===== src/rtl/key_pkg.sv =====
`default_nettype none
// ============================================================================
// Module      : key_pkg
// Description : Shared types and helpers for the key conditioning block:
//               per-key FSM state encoding, tick divider derivation and
//               counter width calculation.
// Revision    : 1.0 - initial release
// ============================================================================
package key_pkg;

  // Per-key hold/repeat state machine encoding.
  typedef enum logic [1:0] {
    ST_IDLE    = 2'd0,
    ST_PRESSED = 2'd1,
    ST_HELD    = 2'd2
  } key_state_e;

  // Number of clk cycles per 1 ms tick.
  localparam int TICKS_PER_SECOND = 1000;

  function automatic int tick_div(input int clk_hz);
    return clk_hz / TICKS_PER_SECOND;
  endfunction

  // Width of a counter holding 0 .. max_count-1 (it is cleared at its
  // terminal count, so max_count itself is never stored). Minimum 1 bit.
  function automatic int cnt_width(input int max_count);
    return (max_count <= 2) ? 1 : $clog2(max_count);
  endfunction

  function automatic int max_int(input int a, input int b);
    return (a > b) ? a : b;
  endfunction

endpackage
`default_nettype wire


===== src/rtl/key_conditioner_if.sv =====
`default_nettype none
// ============================================================================
// Module      : key_conditioner_if
// Description : Raw key inputs and conditioned per-key level/pulse outputs.
//               slave  = the conditioner, master = the raw-key source / user.
// Revision    : 1.0 - initial release
// ============================================================================
interface key_conditioner_if #(
  parameter int N_KEYS = 2
);
  logic [N_KEYS-1:0] key_in;
  logic [N_KEYS-1:0] key_level;
  logic [N_KEYS-1:0] key_press;
  logic [N_KEYS-1:0] key_release;
  logic [N_KEYS-1:0] key_long;
  logic [N_KEYS-1:0] key_repeat;

  modport slave (
    input  key_in,
    output key_level, key_press, key_release, key_long, key_repeat
  );

  modport master (
    output key_in,
    input  key_level, key_press, key_release, key_long, key_repeat
  );
endinterface
`default_nettype wire


===== src/rtl/key_channel.sv =====
`default_nettype none
// ============================================================================
// Module      : key_channel
// Description : One key: 2-flop synchroniser, polarity normalisation,
//               debounce counter, IDLE/PRESSED/HELD FSM and registered
//               press/release/long/repeat pulses.
// Revision    : 1.0 - initial release
// ============================================================================
module key_channel
  import key_pkg::*;
#(
  parameter int DEBOUNCE_MS    = 20,
  parameter int LONG_MS        = 1000,
  parameter int REPEAT_MS      = 200,
  parameter int KEY_ACTIVE_LOW = 1
) (
  input  logic clk,
  input  logic rst,
  input  logic tick,
  input  logic key_raw,
  output logic key_level,
  output logic key_press,
  output logic key_release,
  output logic key_long,
  output logic key_repeat
);

  localparam int DEB_W    = cnt_width(DEBOUNCE_MS);
  localparam int HOLD_W   = cnt_width(max_int(LONG_MS, REPEAT_MS));
  localparam logic [DEB_W-1:0]  DEB_LAST  = DEB_W'(DEBOUNCE_MS - 1);
  localparam logic [HOLD_W-1:0] LONG_LAST = HOLD_W'(LONG_MS - 1);
  localparam logic [HOLD_W-1:0] REP_LAST  = (REPEAT_MS == 0) ? '0 : HOLD_W'(REPEAT_MS - 1);
  // Raw level of a released key; the synchroniser presets to it so a key
  // held through reset looks like a fresh press afterwards.
  localparam logic RAW_IDLE = (KEY_ACTIVE_LOW != 0);

  logic              sync1_d, sync1_q, sync2_d, sync2_q;
  logic              pressed_w;
  logic [DEB_W-1:0]  deb_d, deb_q;
  logic              level_d, level_q;
  logic              press_d, press_q, release_d, release_q;
  logic              long_d, long_q, repeat_d, repeat_q;
  logic [HOLD_W-1:0] hold_d, hold_q;
  key_state_e        state_d, state_q;

  assign pressed_w = sync2_q ^ RAW_IDLE;

  // Next-state logic: synchroniser shift, debounce, edge pulses, hold FSM.
  always_comb begin
    sync1_d   = key_raw;
    sync2_d   = sync1_q;
    deb_d     = deb_q;
    level_d   = level_q;
    if (pressed_w == level_q) begin
      deb_d = '0;
    end else if (tick) begin
      if (deb_q == DEB_LAST) begin
        deb_d   = '0;
        level_d = ~level_q;
      end else begin
        deb_d = deb_q + DEB_W'(1);
      end
    end
    press_d   = level_d & ~level_q;
    release_d = ~level_d & level_q;

    state_d  = state_q;
    hold_d   = hold_q;
    long_d   = 1'b0;
    repeat_d = 1'b0;
    case (state_q)
      ST_IDLE: begin
        if (press_d) begin
          state_d = ST_PRESSED;
          hold_d  = '0;
        end
      end
      ST_PRESSED: begin
        if (release_d) begin
          state_d = ST_IDLE;
          hold_d  = '0;
        end else if (tick) begin
          if (hold_q == LONG_LAST) begin
            long_d  = 1'b1;
            state_d = ST_HELD;
            hold_d  = '0;
          end else begin
            hold_d = hold_q + HOLD_W'(1);
          end
        end
      end
      ST_HELD: begin
        if (release_d) begin
          state_d = ST_IDLE;
          hold_d  = '0;
        end else if ((REPEAT_MS != 0) && tick) begin
          if (hold_q == REP_LAST) begin
            repeat_d = 1'b1;
            hold_d   = '0;
          end else begin
            hold_d = hold_q + HOLD_W'(1);
          end
        end
      end
      default: begin
        state_d = ST_IDLE;
        hold_d  = '0;
      end
    endcase
  end

  // State and output registers; asynchronous active-low reset.
  always_ff @(posedge clk or negedge rst) begin
    if (!rst) begin
      sync1_q   <= RAW_IDLE;
      sync2_q   <= RAW_IDLE;
      deb_q     <= '0;
      level_q   <= 1'b0;
      press_q   <= 1'b0;
      release_q <= 1'b0;
      long_q    <= 1'b0;
      repeat_q  <= 1'b0;
      hold_q    <= '0;
      state_q   <= ST_IDLE;
    end else begin
      sync1_q   <= sync1_d;
      sync2_q   <= sync2_d;
      deb_q     <= deb_d;
      level_q   <= level_d;
      press_q   <= press_d;
      release_q <= release_d;
      long_q    <= long_d;
      repeat_q  <= repeat_d;
      hold_q    <= hold_d;
      state_q   <= state_d;
    end
  end

  assign key_level   = level_q;
  assign key_press   = press_q;
  assign key_release = release_q;
  assign key_long    = long_q;
  assign key_repeat  = repeat_q;

endmodule
`default_nettype wire


===== src/rtl/key_conditioner.sv =====
`default_nettype none
// ============================================================================
// Module      : key_conditioner
// Description : Push-button conditioner. Owns the shared 1 ms tick prescaler
//               and instantiates one independent key_channel per key.
// Revision    : 1.0 - initial release
// ============================================================================
module key_conditioner
  import key_pkg::*;
#(
  parameter int N_KEYS         = 2,
  parameter int CLK_HZ         = 12000000,
  parameter int DEBOUNCE_MS    = 20,
  parameter int LONG_MS        = 1000,
  parameter int REPEAT_MS      = 200,
  parameter int KEY_ACTIVE_LOW = 1
) (
  input  logic                    clk,
  input  logic                    rst,
  key_conditioner_if.slave        kif
);

  localparam int TICK_DIV = tick_div(CLK_HZ);

  logic tick;

  generate
    if (TICK_DIV <= 1) begin : g_tick_always
      assign tick = 1'b1;
    end else begin : g_tick_prescaler
      localparam int PRE_W = cnt_width(TICK_DIV);
      localparam logic [PRE_W-1:0] PRE_LAST = PRE_W'(TICK_DIV - 1);
      logic [PRE_W-1:0] pre_d, pre_q;

      // Free-running divider, cleared at its terminal count.
      always_comb begin
        pre_d = (pre_q == PRE_LAST) ? '0 : pre_q + PRE_W'(1);
      end

      // Prescaler register.
      always_ff @(posedge clk or negedge rst) begin
        if (!rst) pre_q <= '0;
        else      pre_q <= pre_d;
      end

      assign tick = (pre_q == PRE_LAST);
    end
  endgenerate

  logic [N_KEYS-1:0] level_w, press_w, release_w, long_w, repeat_w;

  generate
    for (genvar i = 0; i < N_KEYS; i++) begin : g_chan
      key_channel #(
        .DEBOUNCE_MS    (DEBOUNCE_MS),
        .LONG_MS        (LONG_MS),
        .REPEAT_MS      (REPEAT_MS),
        .KEY_ACTIVE_LOW (KEY_ACTIVE_LOW)
      ) u_chan (
        .clk         (clk),
        .rst         (rst),
        .tick        (tick),
        .key_raw     (kif.key_in[i]),
        .key_level   (level_w[i]),
        .key_press   (press_w[i]),
        .key_release (release_w[i]),
        .key_long    (long_w[i]),
        .key_repeat  (repeat_w[i])
      );
    end
  endgenerate

  assign kif.key_level   = level_w;
  assign kif.key_press   = press_w;
  assign kif.key_release = release_w;
  assign kif.key_long    = long_w;
  assign kif.key_repeat  = repeat_w;

endmodule
`default_nettype wire


===== src/flat_wrapper.sv =====
// flat-port wrapper written by rule: the top's interface ports become plain ports
module key_conditioner_flat import key_pkg::*;
#(
  parameter int N_KEYS         = 2,
  parameter int CLK_HZ         = 12000000,
  parameter int DEBOUNCE_MS    = 20,
  parameter int LONG_MS        = 1000,
  parameter int REPEAT_MS      = 200,
  parameter int KEY_ACTIVE_LOW = 1
)
  (clk, rst, kif_key_in, kif_key_level, kif_key_press, kif_key_release, kif_key_long, kif_key_repeat);
  key_conditioner_if #(.N_KEYS(N_KEYS)) kif_i ();
  input  logic clk;
  input  logic rst;
  input wire logic [$bits(kif_i.key_in)-1:0] kif_key_in;
  output wire logic [$bits(kif_i.key_level)-1:0] kif_key_level;
  output wire logic [$bits(kif_i.key_press)-1:0] kif_key_press;
  output wire logic [$bits(kif_i.key_release)-1:0] kif_key_release;
  output wire logic [$bits(kif_i.key_long)-1:0] kif_key_long;
  output wire logic [$bits(kif_i.key_repeat)-1:0] kif_key_repeat;
  assign kif_i.key_in = kif_key_in;
  assign kif_key_level = kif_i.key_level;
  assign kif_key_press = kif_i.key_press;
  assign kif_key_release = kif_i.key_release;
  assign kif_key_long = kif_i.key_long;
  assign kif_key_repeat = kif_i.key_repeat;
  key_conditioner #(.N_KEYS(N_KEYS), .CLK_HZ(CLK_HZ), .DEBOUNCE_MS(DEBOUNCE_MS), .LONG_MS(LONG_MS), .REPEAT_MS(REPEAT_MS), .KEY_ACTIVE_LOW(KEY_ACTIVE_LOW)) u_core (.clk(clk), .rst(rst), .kif(kif_i));
endmodule

===== config.mk =====
export PLATFORM = sky130hd
export DESIGN_NAME = key_conditioner_flat
export DESIGN_NICKNAME = d
export VERILOG_FILES = /design/src/rtl/key_pkg.sv /design/src/rtl/key_conditioner_if.sv /design/src/rtl/key_channel.sv /design/src/rtl/key_conditioner.sv /design/src/flat_wrapper.sv
export SDC_FILE = /design/constraint.sdc
export NUM_CORES = 1
export LEC_CHECK = 0
export CAP_MARGIN = 20
export CORE_MARGIN = 3
export CORE_UTILIZATION = 32
export DETAILED_ROUTE_END_ITERATION = 10
export PLACE_DENSITY = 0.51
export SLEW_MARGIN = 20
export SYNTH_ARGS = -nofsm -noshare
export SYNTH_HDL_FRONTEND = slang
export SYNTH_SLANG_ARGS = --single-unit
export TNS_END_PERCENT = 20

===== constraint.sdc =====
create_clock -name clk -period 3.3 [get_ports clk]
set_clock_uncertainty 0.05 [all_clocks]
set_input_delay 0.99 -clock clk [delete_from_list [all_inputs] [get_ports clk]]
set_output_delay 0.99 -clock clk [all_outputs]
set_load 0.1 [all_outputs]

==> results.cfg <==
[grt]
grt_pass1_wl_mm = 11.10
grt-ovfl-total = 0
grt_pass1_vias = 2357
gr-usage-met1_pct = 16.64
antenna_found_initial = 0
grt_use_total_pct = 12.07
use_met3_pct = 2.040
grt_use_met2_pct = 17.85
grt_max_degree = 63
top_usage_layer = met2

[critical_path]
reg2reg_slack_ns = 0.48
crit_slowest_cell = or4_4
critPathRequiredTime_ns = 3.49
crit_chain = or4b_4 > or4_4 > a2bb2oi_1 > nand3b_4 > o31ai_1
crit_path_start_kind = flop
crit_arrival_ns = 3.01
path_class = reg2reg
reg2reg_depth = 5
critPathCaptureType = flop
critPathMaxFanout = 19
reg2reg_from = u_core.g_tick_prescaler.pre_q[5]
max_stage_delay_ns = 0.67
r2r_end = u_core.g_chan[0].u_chan.hold_q[7]

[hold_path]
hold_start = u_core.g_chan[1].u_chan.sync1_q
holdPathEnd = u_core.g_chan[1].u_chan.sync2_q
holdCritPathClass = reg2reg
worstHoldPathCells = 0

[cts]
ctsHoldBuffers = 0
cts_resized = 0
cts_buffer_depth = 2
cts_buffers = 9
insertion_delay_ns = 0.34
cts_sinks = 62
cts_tree = done
clk_pin_slew_ns = 0.07
post_cts_buffers = 0
cts_htree_levels = 3
cts-root-buf = clkbuf_8

[power_and_ir_drop]
pwr-share-comb_pct = 1.4
p_seq_share_pct = 48.9
power_density_nw_per_um2 = 420.3
static-leakage-power_nw = 1.684
total_power_w = 0.001567
p_sw_w = 0.0003118
peakVddDrop_mv = 0.1851
pwr-share-clk_pct = 49.7
switching_share_pct = 19.90
p_int_w = 0.001255

[synthesis]
synth_compound_area_share_pct = 16.38
synthesis.area_um2 = 3308
synth.avg_cell_area_um2 = 10.06
yosys.area.top_type = dfrtp_1
syn_inst = 329
synth_ff_type = dfrtp_1
yosys.area_share.simple_pct = 23.56
yosysWarnings = 0
synth_xor_xnor_area_share_pct = 3.971
synth_top_family_by_area = simple AND/OR/NAND/NOR gates
yosysSeqAreaShare_pct = 47.05
synthTopCellsByArea = dfrtp_1, ha_1, nand2_1, dfstp_2, xor2_1
syn_nets = 344
synth_seq_cells = 62
synthArstFlopShare_pct = 100.0
synth_top_area_share_pct = 43.87
synth-adder-area-share_pct = 4.160
synth.distinct_cells = 57
synthMuxAreaShare_pct = 0.3404
synth_edf_count = 0

[timing]
timing.final.ws_setup_ns = 0.4767
max_freq_mhz = 354.2
setup_viol = 0
worst_slew_pin_slew_ns = 0.9620
finalHoldViolCount = 0
rsz0062_at_grt = no
finalMaxSlewViolations = 0
slew_headroom_pct = 35.62
fin_crit_ns = 2.823
fin_tns_setup_ns = 0
period_share_pct = 85.56
holdWs_ns = 0.3069

[job]
drv_cap = 0

[final_layout]
drive_gt1_share_pct = 14.24
diodes = 0
utilization_pct = 37.61
areaGrowthSynthToFinish_pct = 12.67
fin_nets = 354

[floorplanning]
die-area_um2 = 11590
ios = 14
core-area_um2 = 9910
rows = 36
start_util_pct = 33.38
fp.dieW_um = 107.7
die_y_um = 107.7

[detailed_routing]
antenna_left = 0
drc_errors = 0
routed_wl_mm = 6.590
via_count = 2461
via_per_inst = 5.159
dr.pass1.iters = 4
wire_per_inst_um = 13.82
drtIter0Drc = 103

[placed_design]
post-place-ws_ns = 0.4984
place_hpwl_mm = 4.305
gp_congestion = 0.7559
place.port_buffers = 13

[run_status]
status = completed
power by group through the flow:
stage | registers (W) | logic (W) | clock network (W)
global placement | 0.000780 | 0.0000228 | 0
floorplan | 0.000780 | 0.00000246 | 0
global route | 0.000766 | 0.0000260 | 0.000836
finish | 0.000766 | 0.0000212 | 0.000779
CTS | 0.000766 | 0.0000232 | 0.000799
detailed placement | 0.000780 | 0.0000231 | 0
worst max path at each step:
| stage | from | endpoint | depth (start not counted) |
|---|---|---|---|
| floorplan | u_core.g_tick_prescaler.pre_q[5] | u_core.g_chan[1].u_chan.hold_q[3] | 7 |
| global placement | u_core.g_tick_prescaler.pre_q[5] | u_core.g_chan[0].u_chan.hold_q[7] | 5 |
| detailed placement | u_core.g_tick_prescaler.pre_q[5] | u_core.g_chan[0].u_chan.hold_q[7] | 5 |
| CTS | u_core.g_tick_prescaler.pre_q[5] | u_core.g_chan[0].u_chan.hold_q[7] | 5 |
| global route | u_core.g_tick_prescaler.pre_q[5] | u_core.g_chan[0].u_chan.hold_q[6] | 5 |
| finish | u_core.g_tick_prescaler.pre_q[5] | u_core.g_chan[0].u_chan.hold_q[7] | 5 |
cells by family after synthesis:
| group | after synthesis |
|---|---|
| multiplexers | 1 |
| XOR/XNOR | 15 |
| adder cells (fa/ha/maj) | 11 |
| flip-flops | 62 |
| AO/OA/AOI/OAI | 73 |
| AND/OR/NAND/NOR | 141 |
| buffers and inverters | 26 |
registers in the layout, indices dropped and copies added, names as in the netlist:
name                              count
u_core.g_chan.u_chan.sync2_q          2
u_core.g_chan.u_chan.state_q          4
u_core.g_chan.u_chan.key_long         2
u_core.g_chan.u_chan.deb_q           10
u_core.g_chan.u_chan.sync1_q          2
u_core.g_tick_prescaler.pre_q        14
u_core.g_chan.u_chan.key_repeat       2
u_core.g_chan.u_chan.key_level        2
u_core.g_chan.u_chan.hold_q          20
u_core.g_chan.u_chan.key_press        2
u_core.g_chan.u_chan.key_release      2
synth_stat cells, drive strengths merged, types with 2 or more instances:
cell     instances
o2bb2ai          2
o41ai            2
or2              6
nor2            25
a22o             6
inv              8
a22oi            7
nand4            8
a21oi           10
and3            15
or4              2
xnor2            4
nand2           34
nor4             5
xor2            11
dfrtp           58
buf             12
ha              11
and4             3
a21o             5
o21a             2
clkbuf           6
or3              4
o21bai           2
and4b            2
o41a             2
dfstp            4
o31ai            7
and2             5
nor2b            7
nor3             5
nor4bb           2
nand3           14
o21ai           14
o31a             2
metal layers:
metal	part of all wire, %	up-vias
met5	0	-
met4	2.7	0
met3	1.9	13
met2	44	27
met1	51	1202
li1	-	1219
layout make-up:
| cell class | instances | area (um2) |
|---|---|---|
| Fill cell | 1007 | 6182 |
| Multi-Input combinational cell | 241 | 1610 |
| Sequential cell | 62 | 1556 |
| Clock buffer | 13 | 168.9 |
| Tap cell | 133 | 166.4 |
| Timing Repair Buffer | 17 | 130.1 |
| Clock inverter | 3 | 65.06 |
| Inverter | 8 | 30.03 |
stage by stage:
| stage | std cells | area [um2] |
|---|---|---|
| final | 477 | 3727 |
| after detailed placement | 460 | 3486 |
| after global placement | 460 | 3486 |
| after CTS | 476 | 3720 |
| after global routing | 477 | 3727 |
| after floorplan | 329 | 3308 |
layout by cell type (no fill, tap or decap), types with 8 or more instances in the layout:
master,netlist,routed
xor2_1,11,11
clkbuf_8,0,12
a21oi_1,10,10
nand3_1,14,14
nand4_1,8,8
and3_1,15,15
nand2_1,34,34
dfrtp_1,58,58
ha_1,11,11
o21ai_0,12,12
buf_4,10,14
inv_1,8,8
nor2_1,24,24
critical path: cells and delay by family (launching register included):
kind,cells,cell delay (ns)
AND/OR/NAND/NOR,3,1.59
AO/OA/AOI/OAI,2,0.63
flip-flops,1,0.44
(Power assumes the default switching activity.)
